--- src/rtl/temp_pkg.sv ---
// Shared constants for the temperature datapath and its controller.
// Flag indices name the bits of datapath_out.
package temp_pkg;

  localparam int TEMP_WIDTH    = 7;
  localparam int TEMP_AVG_LOG2 = 2;

  localparam int FLG_COLD      = 0;
  localparam int FLG_HOT       = 1;
  localparam int FLG_HEAT_DONE = 2;
  localparam int FLG_COOL_DONE = 3;

  typedef logic [3:0] temp_flags_t;

endpackage

--- src/rtl/temp_datapath_if.sv ---
// Bus between the temperature datapath and whatever drives its samples and
// references. The driver side uses master; the datapath uses slave.
interface temp_datapath_if
  import temp_pkg::*;
#(
  parameter int WIDTH = TEMP_WIDTH
);

  logic              sample_en;
  logic              flush;
  logic [WIDTH-1:0]  datapath_in1;
  logic [WIDTH-1:0]  datapath_in2;
  logic [WIDTH-1:0]  datapath_in3;
  temp_flags_t       datapath_out;
  logic [WIDTH-1:0]  avg_temp;
  logic              ready;

  modport master (
    output sample_en, flush, datapath_in1, datapath_in2, datapath_in3,
    input  datapath_out, avg_temp, ready
  );

  modport slave (
    input  sample_en, flush, datapath_in1, datapath_in2, datapath_in3,
    output datapath_out, avg_temp, ready
  );

endinterface

--- src/rtl/temp_avg_window.sv ---
// Moving-average window: DEPTH-sample shift register, exact running sum and a
// saturating fill count that raises ready once the window is full.
module temp_avg_window
  import temp_pkg::*;
#(
  parameter int WIDTH    = TEMP_WIDTH,
  parameter int AVG_LOG2 = TEMP_AVG_LOG2
) (
  input  logic             clk,
  input  logic             reset,
  input  logic             sample_en_i,
  input  logic             flush_i,
  input  logic [WIDTH-1:0] sample_i,
  output logic [WIDTH-1:0] avg_o,
  output logic             ready_o
);

  localparam int DEPTH = 1 << AVG_LOG2;
  localparam int SW    = WIDTH + AVG_LOG2;
  localparam int CW    = AVG_LOG2 + 1;

  logic [WIDTH-1:0] window_q [DEPTH];
  logic [SW-1:0]    sum_q, sum_d;
  logic [CW-1:0]    count_q, count_d;

  // The oldest sample leaves as the new one enters, so the sum never underflows.
  assign sum_d   = sum_q + SW'(sample_i) - SW'(window_q[DEPTH-1]);
  assign count_d = (count_q == CW'(DEPTH)) ? count_q : count_q + CW'(1);

  // NOTE: the window storage is reset on purpose: empty slots must read 0 so
  // the partial sum stays exact during warm-up.
  // NOTE: all state here uses non-blocking assignments so the shift reads the
  // previous slot values, not ones updated earlier in the same edge.
  always_ff @(posedge clk or negedge reset) begin
    if (!reset) begin
      for (int i = 0; i < DEPTH; i++) window_q[i] <= '0;
      sum_q   <= '0;
      count_q <= '0;
    end else if (flush_i) begin
      for (int i = 0; i < DEPTH; i++) window_q[i] <= '0;
      sum_q   <= '0;
      count_q <= '0;
    end else if (sample_en_i) begin
      window_q[0] <= sample_i;
      for (int i = 1; i < DEPTH; i++) window_q[i] <= window_q[i-1];
      sum_q   <= sum_d;
      count_q <= count_d;
    end
  end

  assign avg_o   = sum_q[SW-1:AVG_LOG2];
  assign ready_o = (count_q == CW'(DEPTH));

endmodule

--- src/rtl/temp_datapath.sv ---
// Averages troom, compares it against saturated tref+/-dt thresholds and
// registers the heat/cool decision flags for the controller.
module temp_datapath
  import temp_pkg::*;
#(
  parameter int WIDTH    = TEMP_WIDTH,
  parameter int AVG_LOG2 = TEMP_AVG_LOG2
) (
  input  logic            clk,
  input  logic            reset,
  temp_datapath_if.slave  dp
);

  logic [WIDTH-1:0] avg;
  logic             ready;
  logic [WIDTH:0]   low_ext, high_ext;
  logic [WIDTH-1:0] low, high, tref;
  temp_flags_t      flags, dout_q, dout_d;

  temp_avg_window #(
    .WIDTH    (WIDTH),
    .AVG_LOG2 (AVG_LOG2)
  ) u_window (
    .clk         (clk),
    .reset       (reset),
    .sample_en_i (dp.sample_en),
    .flush_i     (dp.flush),
    .sample_i    (dp.datapath_in1),
    .avg_o       (avg),
    .ready_o     (ready)
  );

  assign tref = dp.datapath_in2;

  // One extra bit exposes borrow/carry so both thresholds clamp instead of wrapping.
  assign low_ext  = {1'b0, tref} - {1'b0, dp.datapath_in3};
  assign high_ext = {1'b0, tref} + {1'b0, dp.datapath_in3};
  assign low      = low_ext[WIDTH]  ? '0 : low_ext[WIDTH-1:0];
  assign high     = high_ext[WIDTH] ? '1 : high_ext[WIDTH-1:0];

  // NOTE: every combinational output gets a default first so no latch is inferred.
  always_comb begin
    flags                = '0;
    flags[FLG_COLD]      = (avg <  low);
    flags[FLG_HOT]       = (avg >  high);
    flags[FLG_HEAT_DONE] = (avg >= tref);
    flags[FLG_COOL_DONE] = (avg <= tref);
  end

  assign dout_d = (dp.flush || !ready) ? '0 : flags;

  always_ff @(posedge clk or negedge reset) begin
    if (!reset) dout_q <= '0;
    else        dout_q <= dout_d;
  end

  assign dp.datapath_out = dout_q;
  assign dp.avg_temp     = avg;
  assign dp.ready        = ready;

endmodule
--- src/flat_wrapper.sv ---
// flat-port wrapper written by rule: the top's interface ports become plain ports
module temp_datapath_flat import temp_pkg::*;
#(
  parameter int WIDTH    = TEMP_WIDTH,
  parameter int AVG_LOG2 = TEMP_AVG_LOG2
)
  (clk, reset, dp_sample_en, dp_flush, dp_datapath_in1, dp_datapath_in2, dp_datapath_in3, dp_datapath_out, dp_avg_temp, dp_ready);
  temp_datapath_if #(.WIDTH(WIDTH)) dp_i ();
  input  logic clk;
  input  logic reset;
  input wire logic [$bits(dp_i.sample_en)-1:0] dp_sample_en;
  input wire logic [$bits(dp_i.flush)-1:0] dp_flush;
  input wire logic [$bits(dp_i.datapath_in1)-1:0] dp_datapath_in1;
  input wire logic [$bits(dp_i.datapath_in2)-1:0] dp_datapath_in2;
  input wire logic [$bits(dp_i.datapath_in3)-1:0] dp_datapath_in3;
  output wire logic [$bits(dp_i.datapath_out)-1:0] dp_datapath_out;
  output wire logic [$bits(dp_i.avg_temp)-1:0] dp_avg_temp;
  output wire logic [$bits(dp_i.ready)-1:0] dp_ready;
  assign dp_i.sample_en = dp_sample_en;
  assign dp_i.flush = dp_flush;
  assign dp_i.datapath_in1 = dp_datapath_in1;
  assign dp_i.datapath_in2 = dp_datapath_in2;
  assign dp_i.datapath_in3 = dp_datapath_in3;
  assign dp_datapath_out = dp_i.datapath_out;
  assign dp_avg_temp = dp_i.avg_temp;
  assign dp_ready = dp_i.ready;
  temp_datapath #(.WIDTH(WIDTH), .AVG_LOG2(AVG_LOG2)) u_core (.clk(clk), .reset(reset), .dp(dp_i));
endmodule
--- config.mk ---
export PLATFORM = sky130hd
export DESIGN_NAME = temp_datapath_flat
export DESIGN_NICKNAME = d
export VERILOG_FILES = /design/src/rtl/temp_pkg.sv /design/src/rtl/temp_datapath_if.sv /design/src/rtl/temp_avg_window.sv /design/src/rtl/temp_datapath.sv /design/src/flat_wrapper.sv
export SDC_FILE = /design/constraint.sdc
export NUM_CORES = 1
export LEC_CHECK = 0
export CAP_MARGIN = 10
export CORE_MARGIN = 5
export CORE_UTILIZATION = 42
export DETAILED_ROUTE_END_ITERATION = 7
export GPL_TIMING_DRIVEN = 0
export MAX_ROUTING_LAYER = met4
export PLACE_DENSITY_LB_ADDON = 0.2
export SLEW_MARGIN = 20
export SYNTH_ARGS = -nofsm -noshare
export SYNTH_HDL_FRONTEND = slang
export SYNTH_SLANG_ARGS = --single-unit
--- constraint.sdc ---
create_clock -name clk -period 3.5 [get_ports clk]
set_input_delay 0.525 -clock clk [delete_from_list [all_inputs] [get_ports clk]]
set_output_delay 0.525 -clock clk [all_outputs]
set_load 0.05 [all_outputs]
==> flow_summary_export.csv, run 1 <==
group,metric,value,unit
synth,yosysSeqAreaShare,30.9,%
clock_network,cts_buffer_depth,2,
synth,synth.top_cells.by_area,"dfrtp_1, ha_1, mux2i_1",
clock_network,root_buffer,"clkbuf_8",
timing,hold_viol,0,
synth,synthFlopType,"dfrtp_1",
drt,drt_iter0_markers,102,
pwr,power_frac_comb,53.8,%
pwr,p_int,1170,uW
drt,wire_per_inst,14.7,um
synth,synthCells,388,
synth,synth-async-reset-ratio,100,%
timing,setup_viol,0,
final_layout,final_core_util,51.5,%
grt,grt.met2_usage,30.2,%
timing,max_slew_margin,61.0,%
pwr,clkPwrFrac,15.3,%
die,boundaryPins,37,
placed_design,portBuffers,36,
die,core_area,8220,um^2
final_layout,multi_input_area,2200,um^2
grt,grt_overflow_total,0,
final_layout,final_common_cell,"inv_1",
critical_path,arrival,3.60,ns
final_layout,fin_nets,515,
placed_design,dp_hpwl,6170,um
pwr,irDropWorstVdd,0.000296,V
final_layout,nFillCells,765,
run_status,outcome,"finished, final reports clean",
grt,grt_busiest_layer,"met2",
synth,syn-num-nets,467,
synth,yosysTopAreaCell,"dfrtp_1",
timing,timing.final.crit_share,96.5,%
grt,grt_pass1_wl,13500,um
critical_path,critPathKind,"in -> reg",
pwr,power_frac_seq,30.8,%
clock_network,htree_levels,2,
drt,vias_per_cell,5.21,
critical_path,cp-end-kind,"flip-flop",
grt,grt_usage,16.6,%
final_layout,antenna_cells,0,
final_layout,syn2layout_area_growth,19.0,%
pwr,p_leak,0.00214,uW
critical_path,required,3.72,ns
timing,slew_viol_final,0,
grt,grt_use_met3,2.05,%
synth,syn_area,3560,um^2
synth,syn_area_per_cell,9.17,um^2
critical_path,worst_setup_path_start_kind,"input pin",
clock_network,cts_made_buffers,5,
die,rows,33,
timing,finalSetupTns,0,ns
final_layout,final_cells,541,
drt,ant_nets,0,
clock_network,cts_tree,"done",
timing,worst_slew_pin_slew,0.584,ns
critical_path,path_max_fanout,3,
final_layout,drive_gt1_share,9.17,%
timing,fin_skew,0.00184,ns
timing,whs,0.149,ns
clock_network,path_clk_slew,0.08,ns
drt,drc,0,
clock_network,clkLatencyLatePin,0.29,ns
grt,grt_use_met1,19.7,%
die,die-width,102,um
die,initial_core_util,43.3,%
synth,synth.ff_latch_count,44,
die,die_area,10400,um^2
timing,min_period,3.38,ns
final_layout,seq_area,1100,um^2
pwr,power.switching,857,uW
drt,routed_wl,7960,um
synth,synth_edf_count,0,
drt,dr.pass1.iters,4,
final_layout,final_cell_mix,"inv_1, nor2_1, ha_1, dfrtp_1, clkdlybuf4s50_1",
synth,synth_cell_types,51,
grt,antenna_found_initial,0,
grt,grt_max_degree,29,
placed_design,dp_cells,530,
run,maxCapViolations,0,
grt,grt_pass1_vias,2871,
clock_network,cts.sinks,44,
drt,dr_total_vias,2820,
synth,yosys_warnings,0,
pwr,p_sw_share,42.4,%
pwr,power.density,478,nW/um^2
hold_path,hold_class,"in -> async",
synth,synth_top_cell_area_share,30.9,%
die,die_y,102,um
placed_design,gp_congestion,0.875,
timing,fmax,0.296,GHz
[path summary, 6_finish.rpt]
path	cells past startpoint	endpoint	slack [ns]	start
setup / recovery	15	u_core.dp.datapath_out[0]	0.12	dp_datapath_in2[0]
hold / removal	1	u_core.u_window.window_q[14]	0.15	reset
setup reg to reg	9	u_core.u_window.sum_q[6]	0.68	u_core.u_window.sum_q[2]
hold reg to reg	2	u_core.u_window.window_q[15]	0.53	u_core.u_window.window_q[22]
max in group asynchronous	2	u_core.u_window.sum_q[7]	2.87	reset
min in group clk	2	u_core.u_window.window_q[15]	0.53	u_core.u_window.window_q[22]
[layout make-up]
cell class,instances,share of cell area [%]
Clock buffer,5,1.63
Sequential cell,44,26.0
Clock inverter,2,0.296
Inverter,56,4.96
Buffer,18,2.45
Multi-Input combinational cell,270,51.9
Tap cell,105,3.10
Timing Repair Buffer,41,9.63
[metal layers]
layer,vias to the layer above,share of wire (%),wire length [um]
li1,1421,-,-
met1,1346,43,3400
met2,47,53,4200
met3,6,3.6,288
met4,0,0.83,66
met5,-,0,0
[sequential cells by signal (all words and copies together) (netlist names)]
register	flops
u_core.u_window.count_q	3
u_core.dp.datapath_out	4
u_core.u_window.window_q	28
u_core.u_window.sum_q	9
[through the flow]
step | cell area (um^2) | setup slack, ns | total power [uW]
finish | 4230 | 0.121 | 2020
global route | 4230 | -0.0332 | 2200
CTS | 4190 | 0.00484 | 2030
detailed placement | 4070 | -0.950 | 1690
global placement | 4050 | -0.945 | 1660
floorplan | 3560 | 0.267 | 1410
[kinds of logic after synthesis]
kind of cell	share of synthesized area [%]
DFF	30.9
adders and majority gates	20.9
and+or+nand+nor	14.7
muxes	9.60
xor gates and xnor gates	1.97
AOI/OAI and AO/OA	13.1
buffers and inverters	8.83
[cells in the mapped netlist (all sizes together), types with 4 or more instances]
cell and n:
mux2i 33, buf 15, or3 5, a211oi 7, dfrtp 44, o21ai 12
nor2b 4, nand3 8, a21oi 16, inv 56, a21o 7, xnor2 6
fa 9, o21a 4, ha 45, nor3 13, nor2 47, nand2 11
[worst max-delay path, cell delays in order]
cell	delay (ns)
clkdlybuf4s50_1	0.47
inv_1	0.08
ha_1	0.16
inv_1	0.05
fa_1	0.40
a21o_1	0.19
a21oi_2	0.20
o211ai_1	0.11
o41ai_1	0.08
o21ai_1	0.15
ha_1	0.34
a2111oi_4	0.41
o21ai_2	0.11
nor3_2	0.18
o2bb2ai_1	0.13
[power by group through the flow]
stage          clock, uW  combinational (uW)  sequential (uW)
6_report             310                1090              623
5_1_grt              345                1220              634
4_1_cts              326                1080              625
3_5_place_dp           0                1050              634
3_3_place_gp           0                1020              634
2_1_floorplan          0                 799              607
[repair_timing]
action / 4_1_cts / 5_1_grt
pin swaps: 1 / 4
setup endpoints to repair: 1 / 1
gates resized for setup: 9 / 7
hold endpoints to repair: 0 / 0
hold buffers: 0 / 0
buffers inserted: 1 / 3
gates cloned: 0 / 0
No activity file was read; power rests on OpenSTA's default activity.
==> run 2: changes to the inputs <==
==> constraint.sdc (replaced) <==
create_clock -name clk -period 3 [get_ports clk]
set_input_delay 0.45 -clock clk [delete_from_list [all_inputs] [get_ports clk]]
set_output_delay 0.45 -clock clk [all_outputs]
set_load 0.1 [all_outputs]
==> run 2 against run 1 <==
Clock power grew 21%. Utilization is 2.3 points higher. Worst setup slack worse by 0.10 ns. Final area rose by 4.4%. Global-route usage is 0.23 points lower. Critical path depth down 5. Sequential share of layout area is 1.1 points lower. Critical path type unchanged.
==> flow_summary_export.csv, run 2 (synthesis gave the netlist of run 1 again) <==
group,metric,value,unit
drt,routed_wl,8070,um
timing,fmax,0.336,GHz
grt,grt_usage,16.4,%
grt,antenna_found_initial,0,
critical_path,crit_chain,"clkdlybuf4s50_1 -> inv_1 -> fa_1 -> inv_1 -> fa_2 -> a211oi_2 -> o21bai_1 -> a21oi_2 -> nor4b_1 -> or3_1",
hold_path,hold_class,"in -> async",
clock_network,cts.sinks,44,
die,die-width,102,um
timing,hold_viol,0,
final_layout,final_core_util,53.8,%
critical_path,arrival,3.16,ns
die,die_area,10400,um^2
critical_path,path_delay_family,"adder cells",
drt,ant_nets,0,
run_status,outcome,"finished, final reports clean",
critical_path,worst_setup_path_start_kind,"input pin",
die,rows,33,
drt,drc,0,
critical_path,r2r_cells,9,
placed_design,gp_congestion,0.878,
final_layout,final_cells,552,
die,boundaryPins,37,
final_layout,fin_nets,525,
final_layout,antenna_cells,0,
final_layout,largest_register_ff_count,28,
die,die_y,102,um
grt,grt_max_degree,26,
drt,vias_per_cell,5.25,
die,core_area,8220,um^2
final_layout,drive_gt1_share,15.9,%
grt,grt_overflow_total,0,
critical_path,critPathKind,"in -> reg",
critical_path,reg2reg_slack,0.29,ns
critical_path,cp-end-kind,"flip-flop",
drt,dr.pass1.iters,4,
critical_path,critPathMaxStageDelay,0.53,ns
clock_network,htree_levels,2,
pwr,power.density,584,nW/um^2
critical_path,worstReg2RegStart,"u_core.u_window.sum_q[2]",
clock_network,clkLatencyLatePin,0.30,ns
timing,slew_viol_final,0,
final_layout,final_common_cell,"inv_1",
timing,setup_viol,0,
drt,dr_total_vias,2896,
critical_path,worstSetupStartpoint,"dp_datapath_in1[1]",
timing,fin_skew,0.00365,ns
timing,worst_slew_pin_slew,0.989,ns
timing,rsz0062_at_grt,"true",
drt,wire_per_inst,14.6,um
run,maxCapViolations,0,
critical_path,required,3.18,ns
critical_path,critPathSlowestCell,"fa_1",
clock_network,cts_made_buffers,5,
drt,drt_iter0_markers,77,
timing,timing.final.crit_share,99.3,%
clock_network,cts_tree,"done",
final_layout,final_cell_mix,"inv_1, nor2_1, dfrtp_1, ha_1, mux2i_1",
placed_design,dp_hpwl,6030,um
timing,min_period,2.98,ns
clock_network,cts_buffer_depth,2,
grt,grt_pass1_wl,13200,um
pwr,irDropWorstVdd,0.000321,V
critical_path,cp_common_cell,"inv_1",
critical_path,cp.buffers_inverters,3,
pwr,p_leak,0.00224,uW
grt,grt_pass1_vias,2842,
clock_network,root_buffer,"clkbuf_8",
critical_path,r2r_end,"u_core.u_window.sum_q[6]",
final_layout,nFillCells,761,
final_layout,syn2layout_area_growth,24.2,%
clock_network,path_clk_slew,0.08,ns
final_layout,largest-register,"u_core.u_window.window_q",
placed_design,placed_area,4070,um^2
timing,max_slew_margin,33.8,%
die,initial_core_util,43.3,%
critical_path,path_max_fanout,3,
final_layout,final_area,4420,um^2
placed_design,portBuffers,36,
placed_design,dp_cells,530,
clock_network,cts_hold_buffers,0,
run 2: cell types whose count changed in the layout (fill, tap and decap cells not counted), moves of 2 or more:
cell             change
buf_4               +11
clkdlybuf4s50_1     -11
ha_1                 -8
dlymetal6s2s_1       +6
ha_4                 +6
inv_1                -4
clkbuf_2             +3
inv_2                +3
fa_1                 -2
fa_2                 +2
ha_2                 +2
run 2: stage by stage:
step                      hold slack, ns  total power [uW]  setup TNS (ns)  worst slack (ns)
after floorplan                    0.154              1780               0            0.0110
after global placement             0.499              2070           -2.03             -1.11
after detailed placement           0.443              2110           -2.27             -1.19
after CTS                          0.113              2550          -0.102            -0.102
after global routing               0.135              2780         -0.0576           -0.0576
final                             0.0987              2580               0            0.0204
run 2: area by class of cell:
class                      count  area [um^2]  area share, %
buffer                        17         98.8           2.24
clock buffer                   6         72.6           1.64
clock inverter                 2         16.3          0.368
inverter                      56          214           4.84
multi-input combinational    270         2300           52.1
sequential                    44         1100           24.9
tap                          105          131           2.97
timing repair buffer          52          484           11.0
run 2: per-layer routing:
layer	wire length, um	track usage, %	vias up
li1	-	-	1440
met1	3470	19.3	1399
met2	4180	29.0	46
met3	247	2.12	11
met4	159	4.94	0
met5	0	-	-
run 2: worst reg2reg max path, stage by stage, from the launching register on:
cell and delay (ns):
dfrtp_1 0.41, inv_1 0.13, fa_1 0.56, inv_1 0.05, ha_1 0.37, a211oi_2 0.30, o21bai_1 0.15, a21oi_2 0.20
nor4b_1 0.08, or3_1 0.36
run 2: repair_timing:
| action | CTS | global route |
|---|---|---|
| setup endpoints to repair | 2 | 3 |
| resized for setup | 26 | 28 |
| gates cloned | 0 | 0 |
| pin swaps | 11 | 16 |
| setup buffers | 7 | 8 |
run 2: worst max-delay path by stage:
stage	to	slack, ns	cells after the start
after floorplan	u_core.dp.datapath_out[0]	0.01	13
after global placement	u_core.dp.datapath_out[0]	-1.11	13
after detailed placement	u_core.dp.datapath_out[0]	-1.19	14
after CTS	u_core.dp.datapath_out[0]	-0.10	14
after global routing	u_core.dp.datapath_out[0]	-0.06	16
final	u_core.u_window.sum_q[6]	0.02	10
run 2: where the power goes:
part	switching (uW)	total, uW	internal [uW]
Combinational	876	1480	601
Clock	209	375	166
Sequential	86.8	729	643
Total	1170	2580	1410
==> run 3: changes to the inputs <==
--- a/config.mk
+++ b/config.mk
@@ -11,8 +11,8 @@
 export DETAILED_ROUTE_END_ITERATION = 7
 export GPL_TIMING_DRIVEN = 0
 export MAX_ROUTING_LAYER = met4
-export PLACE_DENSITY_LB_ADDON = 0.2
-export SLEW_MARGIN = 20
+export PLACE_DENSITY_LB_ADDON = 0.12
+export SLEW_MARGIN = 40
 export SYNTH_ARGS = -nofsm -noshare
 export SYNTH_HDL_FRONTEND = slang
 export SYNTH_SLANG_ARGS = --single-unit
==> run 3 against run 2 <==
Non-clock buffer count is 1 lower. Final area is 0.51% lower. Register-to-register slack hardly changed. Wire length is 0.40% lower. Sequential share of layout area is 0.13 points higher. Clock skew is 0.0021 ns higher. Power is 2.5% higher. Via count is 0.10% lower. Die area stayed put. Worst setup slack better by 0.099 ns. Final cell count is 0.18% lower. Critical path type unchanged. Critical endpoint unchanged. Largest cell class unchanged.
==> flow_summary_export.csv, run 3 (synthesis gave the netlist of run 1 again) <==
group,metric,value,unit
run,maxCapViolations,0,
pwr,p_sw_share,44.3,%
final_layout,antenna_cells,0,
drt,routed_wl,8030,um
clock_network,root_buffer,"clkbuf_8",
die,rows,33,
drt,dr_total_vias,2893,
pwr,p_leak,0.00229,uW
final_layout,multi_input_area,2310,um^2
grt,grt_max_degree,26,
critical_path,cp-end-kind,"flip-flop",
pwr,power.switching,1170,uW
critical_path,critPathKind,"in -> reg",
run_status,outcome,"finished, final reports clean",
critical_path,path_max_fanout,3,
grt,grt_overflow_total,0,
final_layout,syn2layout_area_growth,23.6,%
timing,worst_slew_pin_slew,0.578,ns
critical_path,arrival,3.06,ns
placed_design,dp_cells,530,
timing,slew_viol_final,0,
placed_design,placed_area,4010,um^2
final_layout,fin_nets,524,
final_layout,seq_area,1100,um^2
final_layout,final_common_cell,"inv_1",
die,boundaryPins,37,
grt,grt_pass1_wl,13400,um
pwr,power.density,601,nW/um^2
pwr,power_frac_comb,54.9,%
critical_path,crit_chain,"clkdlybuf4s50_1 -> inv_1 -> fa_1 -> inv_1 -> fa_2 -> a211oi_4 -> o21bai_1 -> a21oi_2 -> nor4b_1 -> or3_1",
clock_network,cts_hold_buffers,0,
clock_network,cts_tree,"done",
clock_network,clkLatencyLatePin,0.29,ns
final_layout,final_cell_mix,"inv_1, nor2_1, dfrtp_1, ha_1, mux2i_1",
die,core_area,8220,um^2
clock_network,path_clk_slew,0.09,ns
grt,antenna_found_initial,0,
drt,vias_per_cell,5.25,
drt,drc,0,
drt,wire_per_inst,14.6,um
timing,whs,0.0247,ns
clock_network,htree_levels,2,
placed_design,portBuffers,36,
timing,finalSetupTns,0,ns
timing,setup_viol,0,
die,die_y,102,um
pwr,clkPwrFrac,17.6,%
drt,drt_iter0_markers,122,
timing,rsz0062_at_grt,"false",
timing,hold_viol,0,
critical_path,critPathMaxStageDelay,0.53,ns
pwr,irDropWorstVdd,0.000524,V
clock_network,cts_buffer_depth,2,
timing,min_period,2.88,ns
drt,ant_nets,0,
timing,fmax,0.347,GHz
final_layout,nFillCells,767,
timing,fin_skew,0.00574,ns
critical_path,required,3.18,ns
grt,grt_pass1_vias,2860,
placed_design,gp_congestion,0.895,
final_layout,largest_register_ff_count,28,
final_layout,drive_gt1_share,18.2,%
timing,timing.final.crit_share,96.0,%
critical_path,worst_setup_path_start_kind,"input pin",
timing,max_slew_margin,61.4,%
grt,grt_usage,16.6,%
final_layout,final_cells,551,
pwr,p_int,1470,uW
die,die-width,102,um
pwr,power_frac_seq,27.5,%
critical_path,cp_common_cell,"inv_1",
final_layout,final_area,4400,um^2
critical_path,critPathSlowestCell,"fa_1",
die,initial_core_util,43.3,%
pwr,totalPowerFinal,2640,uW
drt,dr.pass1.iters,4,
hold_path,hold_class,"in -> async",
final_layout,largest-register,"u_core.u_window.window_q",
clock_network,cts.sinks,44,
placed_design,dp_hpwl,6110,um
clock_network,cts_made_buffers,5,
die,die_area,10400,um^2
[run 3: critical path, delay by kind of cell]
| kind | cells | cell delay, ns |
|---|---|---|
| AOI/OAI and AO/OA | 3 | 0.59 |
| adders and majority gates | 2 | 0.97 |
| and+or+nand+nor | 2 | 0.43 |
| buffers and inverters | 3 | 0.61 |
[run 3: power groups by stage]
stage | clock network [uW] | logic, uW | registers (uW)
after detailed placement | 0 | 1340 | 739
after global routing | 503 | 1610 | 740
after floorplan | 0 | 1070 | 709
after global placement | 0 | 1340 | 739
after CTS | 479 | 1410 | 728
final | 466 | 1450 | 727
[run 3: layout make-up]
cell class / instances / share of cell area (%)
Clock buffer: 5 / 1.56
Buffer: 17 / 2.25
Timing Repair Buffer: 51 / 9.82
Inverter: 56 / 4.84
Multi-Input combinational cell: 270 / 52.5
Sequential cell: 44 / 25.0
Tap cell: 105 / 2.99
Clock inverter: 3 / 1.05
[run 3: per-layer routing]
layer,share of wire (%),global-route usage (%),vias to the layer above
li1,-,-,1443
met1,44,20.0,1394
met2,52,29.8,47
met3,3.3,1.77,9
met4,1.4,4.14,0
met5,0,-,-
[run 3: path summary, 6_finish.rpt]
path	from	endpoint	slack, ns	depth (start not counted)
worst max-delay path	dp_datapath_in1[1]	u_core.u_window.sum_q[6]	0.12	10
worst min-delay path	reset	u_core.u_window.window_q[15]	0.02	1
worst max register to register	u_core.u_window.sum_q[3]	u_core.u_window.sum_q[7]	0.29	8
worst min register to register	u_core.u_window.window_q[10]	u_core.u_window.window_q[10]	0.53	2
max in group asynchronous	reset	u_core.u_window.window_q[5]	2.55	2
min in group clk	u_core.u_window.window_q[10]	u_core.u_window.window_q[10]	0.53	2
[run 3: through the flow]
stage / setup slack, ns / utilization [%]
floorplan: 0.0110 / -
global placement: -1.13 / 49.3
detailed placement: -1.16 / 48.8
CTS: -0.0659 / 52.1
global route: 0.0104 / 53.5
finish: 0.119 / 53.5
[run 3: what timing repair did]
action / 4_1_cts / 5_1_grt
setup buffers: 9 / 5
pin swaps: 14 / 19
resized for setup: 28 / 28
setup endpoints to repair: 2 / 4
